==> src/rtl/multicycle_controller_if.sv <==
// rtl/multicycle_controller_if.sv - control/memory handshake bundle between the multi-cycle MIPS controller and its datapath
interface multicycle_controller_if;
    logic [5:0] OpCode;
    logic [5:0] Funct;
    logic       Zero;
    logic       MemReady;
    logic       MemReq;
    logic       MemWrite;
    logic       IorD;
    logic       IRWrite;
    logic       PCWrite;
    logic [1:0] PCSource;
    logic       RegWrite;
    logic [1:0] RegDst;
    logic [1:0] RegSrc;
    logic       ALUSrcA;
    logic [1:0] ALUSrcB;
    logic [3:0] ALUCtr;
    logic       ExtOp;
    logic [2:0] State;
    logic       Trap;

    modport master (
        input  OpCode, Funct, Zero, MemReady,
        output MemReq, MemWrite, IorD, IRWrite, PCWrite, PCSource, RegWrite,
               RegDst, RegSrc, ALUSrcA, ALUSrcB, ALUCtr, ExtOp, State, Trap
    );

    modport slave (
        output OpCode, Funct, Zero, MemReady,
        input  MemReq, MemWrite, IorD, IRWrite, PCWrite, PCSource, RegWrite,
               RegDst, RegSrc, ALUSrcA, ALUSrcB, ALUCtr, ExtOp, State, Trap
    );
endinterface

==> src/rtl/multicycle_controller.sv <==
// rtl/multicycle_controller.sv - multi-cycle MIPS control FSM with shared memory port and timeout trap
module multicycle_controller #(
    parameter int TIMEOUT = 255
) (
    input  logic                          Clk,
    input  logic                          Reset,
    multicycle_controller_if.master       bus
);
    typedef enum logic [2:0] {
        FETCH  = 3'd0,
        DECODE = 3'd1,
        EXEC   = 3'd2,
        MEM    = 3'd3,
        WB     = 3'd4,
        BRANCH = 3'd5,
        JUMP   = 3'd6,
        TRAP   = 3'd7
    } state_t;

    localparam logic [7:0] WAIT_LIMIT = 8'(TIMEOUT - 1);

    state_t     state_q, state_d;
    logic [7:0] wait_q, wait_d;
    logic       trap_q;

    logic op_r, is_addu, is_subu, is_jr, is_ori, is_lui, is_lw, is_sw, is_beq, is_j, is_jal, legal;
    logic mem_phase, timed_out;

    logic       mem_req, mem_write, iord, ir_write, pc_write, reg_write;
    logic       alu_src_a, ext_op;
    logic [1:0] pc_source, reg_dst, reg_src, alu_src_b;
    logic [3:0] alu_ctr;

    assign op_r    = (bus.OpCode == 6'h00);
    assign is_addu = op_r && (bus.Funct == 6'h21);
    assign is_subu = op_r && (bus.Funct == 6'h23);
    assign is_jr   = op_r && (bus.Funct == 6'h08);
    assign is_ori  = (bus.OpCode == 6'h0D);
    assign is_lui  = (bus.OpCode == 6'h0F);
    assign is_lw   = (bus.OpCode == 6'h23);
    assign is_sw   = (bus.OpCode == 6'h2B);
    assign is_beq  = (bus.OpCode == 6'h04);
    assign is_j    = (bus.OpCode == 6'h02);
    assign is_jal  = (bus.OpCode == 6'h03);
    assign legal   = is_addu | is_subu | is_jr | is_ori | is_lui | is_lw | is_sw
                   | is_beq | is_j | is_jal;

    // The wait that would bring the count up to TIMEOUT traps, unless MemReady arrives in that same cycle.
    assign mem_phase = (state_q == FETCH) || (state_q == MEM);
    assign timed_out = mem_phase && !bus.MemReady && (wait_q == WAIT_LIMIT);

    always_ff @(posedge Clk) begin
        if (Reset) begin
            state_q <= FETCH;
            wait_q  <= 8'd0;
            trap_q  <= 1'b0;
        end else begin
            state_q <= state_d;
            wait_q  <= wait_d;
            trap_q  <= (state_d == TRAP);
        end
    end

    always_comb begin
        state_d = state_q;
        case (state_q)
            FETCH: begin
                if (bus.MemReady)  state_d = DECODE;
                else if (timed_out) state_d = TRAP;
            end
            DECODE: begin
                if (!legal)                    state_d = TRAP;
                else if (is_beq)               state_d = BRANCH;
                else if (is_j | is_jal | is_jr) state_d = JUMP;
                else                           state_d = EXEC;
            end
            EXEC:   state_d = (is_lw | is_sw) ? MEM : WB;
            MEM: begin
                if (bus.MemReady)   state_d = is_sw ? FETCH : WB;
                else if (timed_out) state_d = TRAP;
            end
            WB, BRANCH, JUMP: state_d = FETCH;
            default: state_d = TRAP;
        endcase

        wait_d = (mem_phase && !bus.MemReady && (state_d == state_q)) ? wait_q + 8'd1 : 8'd0;
    end

    always_comb begin
        mem_req   = 1'b0;
        mem_write = 1'b0;
        iord      = 1'b0;
        ir_write  = 1'b0;
        pc_write  = 1'b0;
        reg_write = 1'b0;
        pc_source = 2'd0;
        reg_dst   = 2'd0;
        reg_src   = 2'd0;
        alu_src_a = 1'b0;
        alu_src_b = 2'd0;
        alu_ctr   = 4'd0;
        ext_op    = 1'b0;
        case (state_q)
            FETCH: begin
                mem_req   = 1'b1;
                alu_src_b = 2'd1;
                ir_write  = bus.MemReady;
                pc_write  = bus.MemReady;
            end
            DECODE: begin
                alu_src_b = 2'd3;
                ext_op    = 1'b1;
            end
            EXEC: begin
                alu_src_a = 1'b1;
                if (is_ori) begin
                    alu_src_b = 2'd2;
                    alu_ctr   = 4'd2;
                end else if (is_lui) begin
                    alu_src_b = 2'd2;
                    alu_ctr   = 4'd3;
                end else if (is_lw | is_sw) begin
                    alu_src_b = 2'd2;
                    ext_op    = 1'b1;
                end else if (is_subu) begin
                    alu_ctr   = 4'd1;
                end
            end
            MEM: begin
                mem_req   = 1'b1;
                iord      = 1'b1;
                mem_write = is_sw;
            end
            WB: begin
                reg_write = 1'b1;
                if (is_lw) begin
                    reg_dst = 2'd1;
                    reg_src = 2'd1;
                end else if (is_ori | is_lui) begin
                    reg_dst = 2'd1;
                end
            end
            BRANCH: begin
                alu_src_a = 1'b1;
                alu_ctr   = 4'd1;
                pc_source = 2'd1;
                pc_write  = bus.Zero;
            end
            JUMP: begin
                pc_write  = 1'b1;
                pc_source = is_jr ? 2'd3 : 2'd2;
                if (is_jal) begin
                    reg_write = 1'b1;
                    reg_dst   = 2'd2;
                    reg_src   = 2'd2;
                end
            end
            default: ;
        endcase
        // Reset aborts the instruction without letting any strobe escape in that cycle.
        if (Reset) begin
            mem_req   = 1'b0;
            mem_write = 1'b0;
            ir_write  = 1'b0;
            pc_write  = 1'b0;
            reg_write = 1'b0;
        end
    end

    assign bus.MemReq   = mem_req;
    assign bus.MemWrite = mem_write;
    assign bus.IorD     = iord;
    assign bus.IRWrite  = ir_write;
    assign bus.PCWrite  = pc_write;
    assign bus.PCSource = pc_source;
    assign bus.RegWrite = reg_write;
    assign bus.RegDst   = reg_dst;
    assign bus.RegSrc   = reg_src;
    assign bus.ALUSrcA  = alu_src_a;
    assign bus.ALUSrcB  = alu_src_b;
    assign bus.ALUCtr   = alu_ctr;
    assign bus.ExtOp    = ext_op;
    assign bus.State    = state_q;
    assign bus.Trap     = trap_q;
endmodule

==> src/flat_wrapper.sv <==
// flat-port wrapper written by rule: the top's interface ports become plain ports
module multicycle_controller_flat 
#(
    parameter int TIMEOUT = 255
)
  (Clk, Reset, bus_OpCode, bus_Funct, bus_Zero, bus_MemReady, bus_MemReq, bus_MemWrite, bus_IorD, bus_IRWrite, bus_PCWrite, bus_PCSource, bus_RegWrite, bus_RegDst, bus_RegSrc, bus_ALUSrcA, bus_ALUSrcB, bus_ALUCtr, bus_ExtOp, bus_State, bus_Trap);
  multicycle_controller_if bus_i ();
  input  logic Clk;
  input  logic Reset;
  input wire logic [$bits(bus_i.OpCode)-1:0] bus_OpCode;
  input wire logic [$bits(bus_i.Funct)-1:0] bus_Funct;
  input wire logic [$bits(bus_i.Zero)-1:0] bus_Zero;
  input wire logic [$bits(bus_i.MemReady)-1:0] bus_MemReady;
  output wire logic [$bits(bus_i.MemReq)-1:0] bus_MemReq;
  output wire logic [$bits(bus_i.MemWrite)-1:0] bus_MemWrite;
  output wire logic [$bits(bus_i.IorD)-1:0] bus_IorD;
  output wire logic [$bits(bus_i.IRWrite)-1:0] bus_IRWrite;
  output wire logic [$bits(bus_i.PCWrite)-1:0] bus_PCWrite;
  output wire logic [$bits(bus_i.PCSource)-1:0] bus_PCSource;
  output wire logic [$bits(bus_i.RegWrite)-1:0] bus_RegWrite;
  output wire logic [$bits(bus_i.RegDst)-1:0] bus_RegDst;
  output wire logic [$bits(bus_i.RegSrc)-1:0] bus_RegSrc;
  output wire logic [$bits(bus_i.ALUSrcA)-1:0] bus_ALUSrcA;
  output wire logic [$bits(bus_i.ALUSrcB)-1:0] bus_ALUSrcB;
  output wire logic [$bits(bus_i.ALUCtr)-1:0] bus_ALUCtr;
  output wire logic [$bits(bus_i.ExtOp)-1:0] bus_ExtOp;
  output wire logic [$bits(bus_i.State)-1:0] bus_State;
  output wire logic [$bits(bus_i.Trap)-1:0] bus_Trap;
  assign bus_i.OpCode = bus_OpCode;
  assign bus_i.Funct = bus_Funct;
  assign bus_i.Zero = bus_Zero;
  assign bus_i.MemReady = bus_MemReady;
  assign bus_MemReq = bus_i.MemReq;
  assign bus_MemWrite = bus_i.MemWrite;
  assign bus_IorD = bus_i.IorD;
  assign bus_IRWrite = bus_i.IRWrite;
  assign bus_PCWrite = bus_i.PCWrite;
  assign bus_PCSource = bus_i.PCSource;
  assign bus_RegWrite = bus_i.RegWrite;
  assign bus_RegDst = bus_i.RegDst;
  assign bus_RegSrc = bus_i.RegSrc;
  assign bus_ALUSrcA = bus_i.ALUSrcA;
  assign bus_ALUSrcB = bus_i.ALUSrcB;
  assign bus_ALUCtr = bus_i.ALUCtr;
  assign bus_ExtOp = bus_i.ExtOp;
  assign bus_State = bus_i.State;
  assign bus_Trap = bus_i.Trap;
  multicycle_controller #(.TIMEOUT(TIMEOUT)) u_core (.Clk(Clk), .Reset(Reset), .bus(bus_i));
endmodule
==> config.mk <==
export PLATFORM = sky130hd
export DESIGN_NAME = multicycle_controller_flat
export DESIGN_NICKNAME = d
export VERILOG_FILES = /design/src/rtl/multicycle_controller_if.sv /design/src/rtl/multicycle_controller.sv /design/src/flat_wrapper.sv
export SDC_FILE = /design/constraint.sdc
export NUM_CORES = 1
export LEC_CHECK = 0
export CORE_AREA = 3 3 55 52
export CTS_BUF_LIST = sky130_fd_sc_hd__clkbuf_8
export DETAILED_ROUTE_END_ITERATION = 8
export DIE_AREA = 0 0 58 55
export PLACE_DENSITY = 0.78
export REMOVE_ABC_BUFFERS = 1
export SETUP_SLACK_MARGIN = 0.5
export SLEW_MARGIN = 20
export SYNTH_ARGS = -nofsm -noshare
export SYNTH_HDL_FRONTEND = slang
export SYNTH_SLANG_ARGS = --single-unit
export TNS_END_PERCENT = 1
==> constraint.sdc <==
create_clock -name Clk -period 2.5 [get_ports Clk]
set_input_delay 0.75 -clock Clk [delete_from_list [all_inputs] [get_ports Clk]]
set_output_delay 0.75 -clock Clk [all_outputs]
set_load 0.02 [all_outputs]
* After elaboration in Yosys (flattened, before gate mapping)
Cells that the tools add are included.
** Word-level totals
- Logic and storage cells :: 94
- Output and inout bits :: 24
- Bits in registers :: 12
- Input bits :: 16
** Operators by class
- Bitwise operators :: 14
- Reductions and logical operators :: 14
- Eq/ne operators :: 19
- Add/sub/neg operators :: 1
- Mux-type cells :: 43
** Operators with widths (count)
- 6-bit equality test (second input constant) :: 4
- 3-bit 2-to-1 mux :: 8
- 6-bit by 4-bit equality test with 1-bit output (second input constant) :: 3
- 1-bit 2-to-1 mux :: 18
- 3-bit case mux with 5 select lines :: 1
- 1-bit OR :: 13
- 3-bit equality test (second input constant) :: 4
- 6-bit by 2-bit equality test with 1-bit output (second input constant) :: 2
- 4-bit 2-to-1 mux :: 3
- 2-bit case mux with 2 select lines :: 3
- 2-bit 2-to-1 mux :: 5
- 8-bit by 1-bit adder with 8-bit output (second input constant) :: 1
- 8-bit equality test (second input constant) :: 1
- 4-bit case mux with 2 select lines :: 1
- 3-bit by 2-bit equality test with 1-bit output (second input constant) :: 2
- 6-bit by 3-bit equality test with 1-bit output (second input constant) :: 1
- 1-bit logical AND :: 6
- 6-bit zero test :: 1
- 2-bit case mux with 3 select lines :: 1
- 2-bit OR reduction :: 3
- 1-bit case mux with 2 select lines :: 2
- 3-bit by 1-bit equality test with 1-bit output (second input constant) :: 1
- 3-bit equality test :: 1
- 3-bit zero test :: 1
- 5 further kinds :: 5

* Longest topological paths before layout
- Depth after elaboration :: 17
- Mapped depth :: 8
- Depth with buffers taken out :: 7

* Least setup slack after synthesis
No wires, ideal clock.
- Kind :: input to output
- Start point :: in bus_OpCode[3]
- End point :: out bus_RegWrite
- Stages :: 4
- Setup slack :: -730 ps
- Required time :: 1750 ps
- Buffers on the path :: 1
- Data arrival time :: 2480 ps
- Cell sequence :: buf_6 > nor4_4 > nand3_1 > a2111oi_0
** Between the ends
- Cells in the longest elaborated chain, start to end :: 4
** Ends and longest elaborated chain
- start: declaration :: RTL line flat_wrapper.sv:10 : input wire logic [$bits(bus_i.OpCode)-1:0] bus_OpCode;
- 6-bit by 2-bit equality test with 1-bit output :: RTL line multicycle_controller.sv:44 : assign is_jal = (bus.OpCode == 6'h03);
- 1-bit 2-to-1 mux :: RTL line multicycle_controller.sv:152 : if (is_jal) begin
- 1-bit case mux with 2 select lines :: RTL line multicycle_controller.sv:103 : case (state_q)
- 1-bit 2-to-1 mux :: RTL line multicycle_controller.sv:161 : if (Reset) begin
- end: declaration :: RTL line flat_wrapper.sv:20 : output wire logic [$bits(bus_i.RegWrite)-1:0] bus_RegWrite;
Every way passes these cells.

* Worst setup path in the final report
- Start point :: in bus_OpCode[5]
- End point :: out bus_PCSource[0]
** Between the ends
- Cells in the longest elaborated chain, start to end :: 4
** Ends and longest elaborated chain
- 6-bit zero test :: RTL line multicycle_controller.sv:34 : assign op_r = (bus.OpCode == 6'h00);
- 1-bit logical AND :: RTL line multicycle_controller.sv:37 : assign is_jr = op_r && (bus.Funct == 6'h08);
- 1-bit 2-to-1 mux :: RTL line multicycle_controller.sv:151 : pc_source = is_jr ? 2'd3 : 2'd2;
- 2-bit case mux with 2 select lines :: RTL line multicycle_controller.sv:103
- end: declaration :: RTL line flat_wrapper.sv:19 : output wire logic [$bits(bus_i.PCSource)-1:0] bus_PCSource;
Every way passes these cells.

==> run_results.csv <==
group,metric,value,unit
outcome,status,"finished with violations",
outcome,violations,"setup timing",
power_and_ir_drop,worst_ir_drop_vdd,0.000457,V
synth,synth.cell_area,1020,µm²
power_and_ir_drop,p_comb_share,54.7,%
sta,finalSetupTns,-1.16,ns
floorplan,start_util,42.7,%
sta,fin_crit,2.73,ns
routing,drt-vias-per-instance,5.71,
routing,drc,0,
critical_path,end_kind,"primary output",
place,portBuffers,37,
critical_path,cp_data_required_time,1.75,ns
cts,htreeDepth,1,
cells_and_area,drive_above_1_share,46.2,%
place,place_hpwl,2490,µm
floorplan,die_area,3190,µm²
routing,routed-via-count,1347,
global_route,track_usage,24.5,%
sta,rsz0062_at_grt,"yes",
cells_and_area,area_growth,75.0,%
synth,synth_warnings,0,
routing,antenna_left,0,
floorplan,io_pins,40,
sta,timing.final.ws_setup,-0.232,ns
synth,async_flop_share,0,%
cells_and_area,layout_common_cells,"49 x buf_4, 16 x nor2_1, 11 x dfxtp_1",
cells_and_area,nets,227,
power_and_ir_drop,intPower,0.000586,W
critical_path,critical_path_class,"in -> out",
sta,fin_crit_sh,109,%
cts,clk_latency,0.24,ns
synth,syn_area_per_cell,7.48,µm²
critical_path,cp_max_fo,2,
routing,firstDrtPassIters,4,
floorplan,fp.dieH,55,µm
power_and_ir_drop,p_per_area,538,nW/µm²
critical_path,critPathLaunchType,"input port",
global_route,first_global_vias,1333,
cts,tritoncts,"done",
sta,max_freq,0.366,GHz
routing,drtIter0Drc,71,
floorplan,core_area,2380,µm²
critical_path,worstPathArrival,1.98,ns
cts,cts_buffers,3,
global_route,grt_start_max_net_pins,12,
power_and_ir_drop,leakage,0.788,nW
place,gp_congestion,0.828,
cts,cts_num_sinks,12,
power_and_ir_drop,swShare,38.8,%
cts,hold_buffers,0,
place,pre_cts_slack,-1.05,ns
sta,hold_viol,0,
synth,synth-edff-count,0,
routing,routed_wl,3990,µm
sta,finClkSkew,0.000278,ns
critical_path,crit-reg2reg-launch,"u_core.bus.State[0]",
cts,cts_buffer_depth,2,
global_route,grt_pass1_wl,6010,µm
floorplan,row_count,17,
sta,slew_viol_final,0,
cells_and_area,fill_cells,179,
synth,yosysUniqueCellTypes,44,
critical_path,critPathLaunch,"bus_OpCode[5]",
synth,ys.flop_type,"dfxtp_1",
floorplan,fp.dieW,58,µm
synth,ys_seq_area_share,23.6,%
synth,synth_cells,136,
cells_and_area,n_antenna_cell,0,
cells_and_area,final_common_cell,"buf_4",
routing,wl_per_cell,16.9,µm
hold_path,hp-class,"reg -> reg",
hold_path,min-delay-start,"u_core.wait_q[0]",
power_and_ir_drop,seq_power_share,23.4,%
cts,clk_pin_slew_worst_paths,0.05,ns
power_and_ir_drop,pwr-share-clk,21.9,%
power_and_ir_drop,p_sw,0.000372,W
sta,finalSetupViolations,14,
run,cap_violations,0,
synth,synth-seq-cells,12,
cts,cts_root_buf,"clkbuf_8",
global_route,grt-ovfl-total,0,
global_route,antenna_found_initial,0,
## critical path, cell delays in order
cell and delay, ns:
buf_6 0.10, nor4_4 0.32, buf_4 0.17, and2_4 0.16
nand3_1 0.14, a21oi_2 0.18, buf_4 0.16
## cell type report
type	instances	area, µm²	area share [%]
Tap cell	28	35.0	1.97
Inverter	3	11.3	0.632
Timing Repair Buffer	80	653	36.7
Sequential cell	12	244	13.7
Clock buffer	4	55.1	3.09
Multi-Input combinational cell	109	782	43.9
## per-stage QoR
step                power, W  cells  util, %  instance area (µm²)  hold WS, ns
CTS                 0.000930    235     72.1                 1720        0.467
detailed placement  0.000712    220     66.4                 1580        0.455
global placement    0.000702    220     66.4                 1580        0.442
global route         0.00101    236     74.7                 1780        0.494
floorplan           0.000454    124        -                  943        0.430
finish              0.000958    236     74.7                 1780        0.460
## cells in the mapped netlist, types with 3 or more instances
library cell / n / area (µm²)
o21ai_0: 4 / 20.0
buf_4: 4 / 30.0
xnor2_1: 3 / 26.3
nand2_1: 8 / 30.0
nor2b_1: 5 / 31.3
and3_1: 3 / 18.8
nand2b_1: 3 / 18.8
a31oi_1: 3 / 18.8
nor3_1: 6 / 30.0
nand3_1: 7 / 35.0
a21oi_1: 3 / 15.0
inv_1: 3 / 11.3
xor2_1: 3 / 26.3
nand4_1: 4 / 25.0
dfxtp_1: 12 / 240
nor2_1: 19 / 71.3
buf_2: 5 / 25.0
nor4_1: 4 / 25.0
## state kept, by name (all words and copies together) (netlist names)
name              cells
u_core.wait_q         8
u_core.bus.State      3
u_core.bus.Trap       1
## worst paths after layout
kind / end / slack (ns) / depth (start not counted)
worst min register to register: u_core.wait_q[0] / 0.46 / 1
worst max register to register: u_core.bus.Trap / 0.66 / 7
worst max-delay path: bus_PCSource[0] / -0.23 / 7
worst min-delay path: u_core.wait_q[0] / 0.46 / 1
## power by group through the flow
stage | combinational [W] | clock (W) | sequential [W]
4_1_cts | 0.000495 | 0.000213 | 0.000222
6_report | 0.000524 | 0.000209 | 0.000224
3_3_place_gp | 0.000476 | 0 | 0.000226
3_5_place_dp | 0.000486 | 0 | 0.000226
2_1_floorplan | 0.000193 | 0 | 0.000261
5_1_grt | 0.000560 | 0.000223 | 0.000225
## timing repair
action / CTS / global route
setup endpoints to repair: 33 / 32
resized for setup: 128 / 26
pin swaps: 12 / 3
buffers inserted: 11 / 1
## metal layers
metal | vias to the layer above | GRT usage (%) | part of all wire [%]
met2 | 68 | 47.7 | 52
met4 | 0 | 10.4 | 2.8
met3 | 17 | 4.87 | 7.3
met5 | - | 0 | 0
li1 | 637 | - | -
met1 | 625 | 26.1 | 38
## cell families after synthesis
| kind of cell | after synthesis | share of synthesized area (%) |
|---|---|---|
| AOI/OAI and AO/OA | 24 | 16.7 |
| xor gates and xnor gates | 6 | 5.17 |
| adders and majority gates | 2 | 2.46 |
| buffers and inverters | 16 | 8.73 |
| DFF | 12 | 23.6 |
| other | 1 | 0.369 |
| and+or+nand+nor | 75 | 42.9 |
Note: power is estimated with default switching activity, not from simulation.
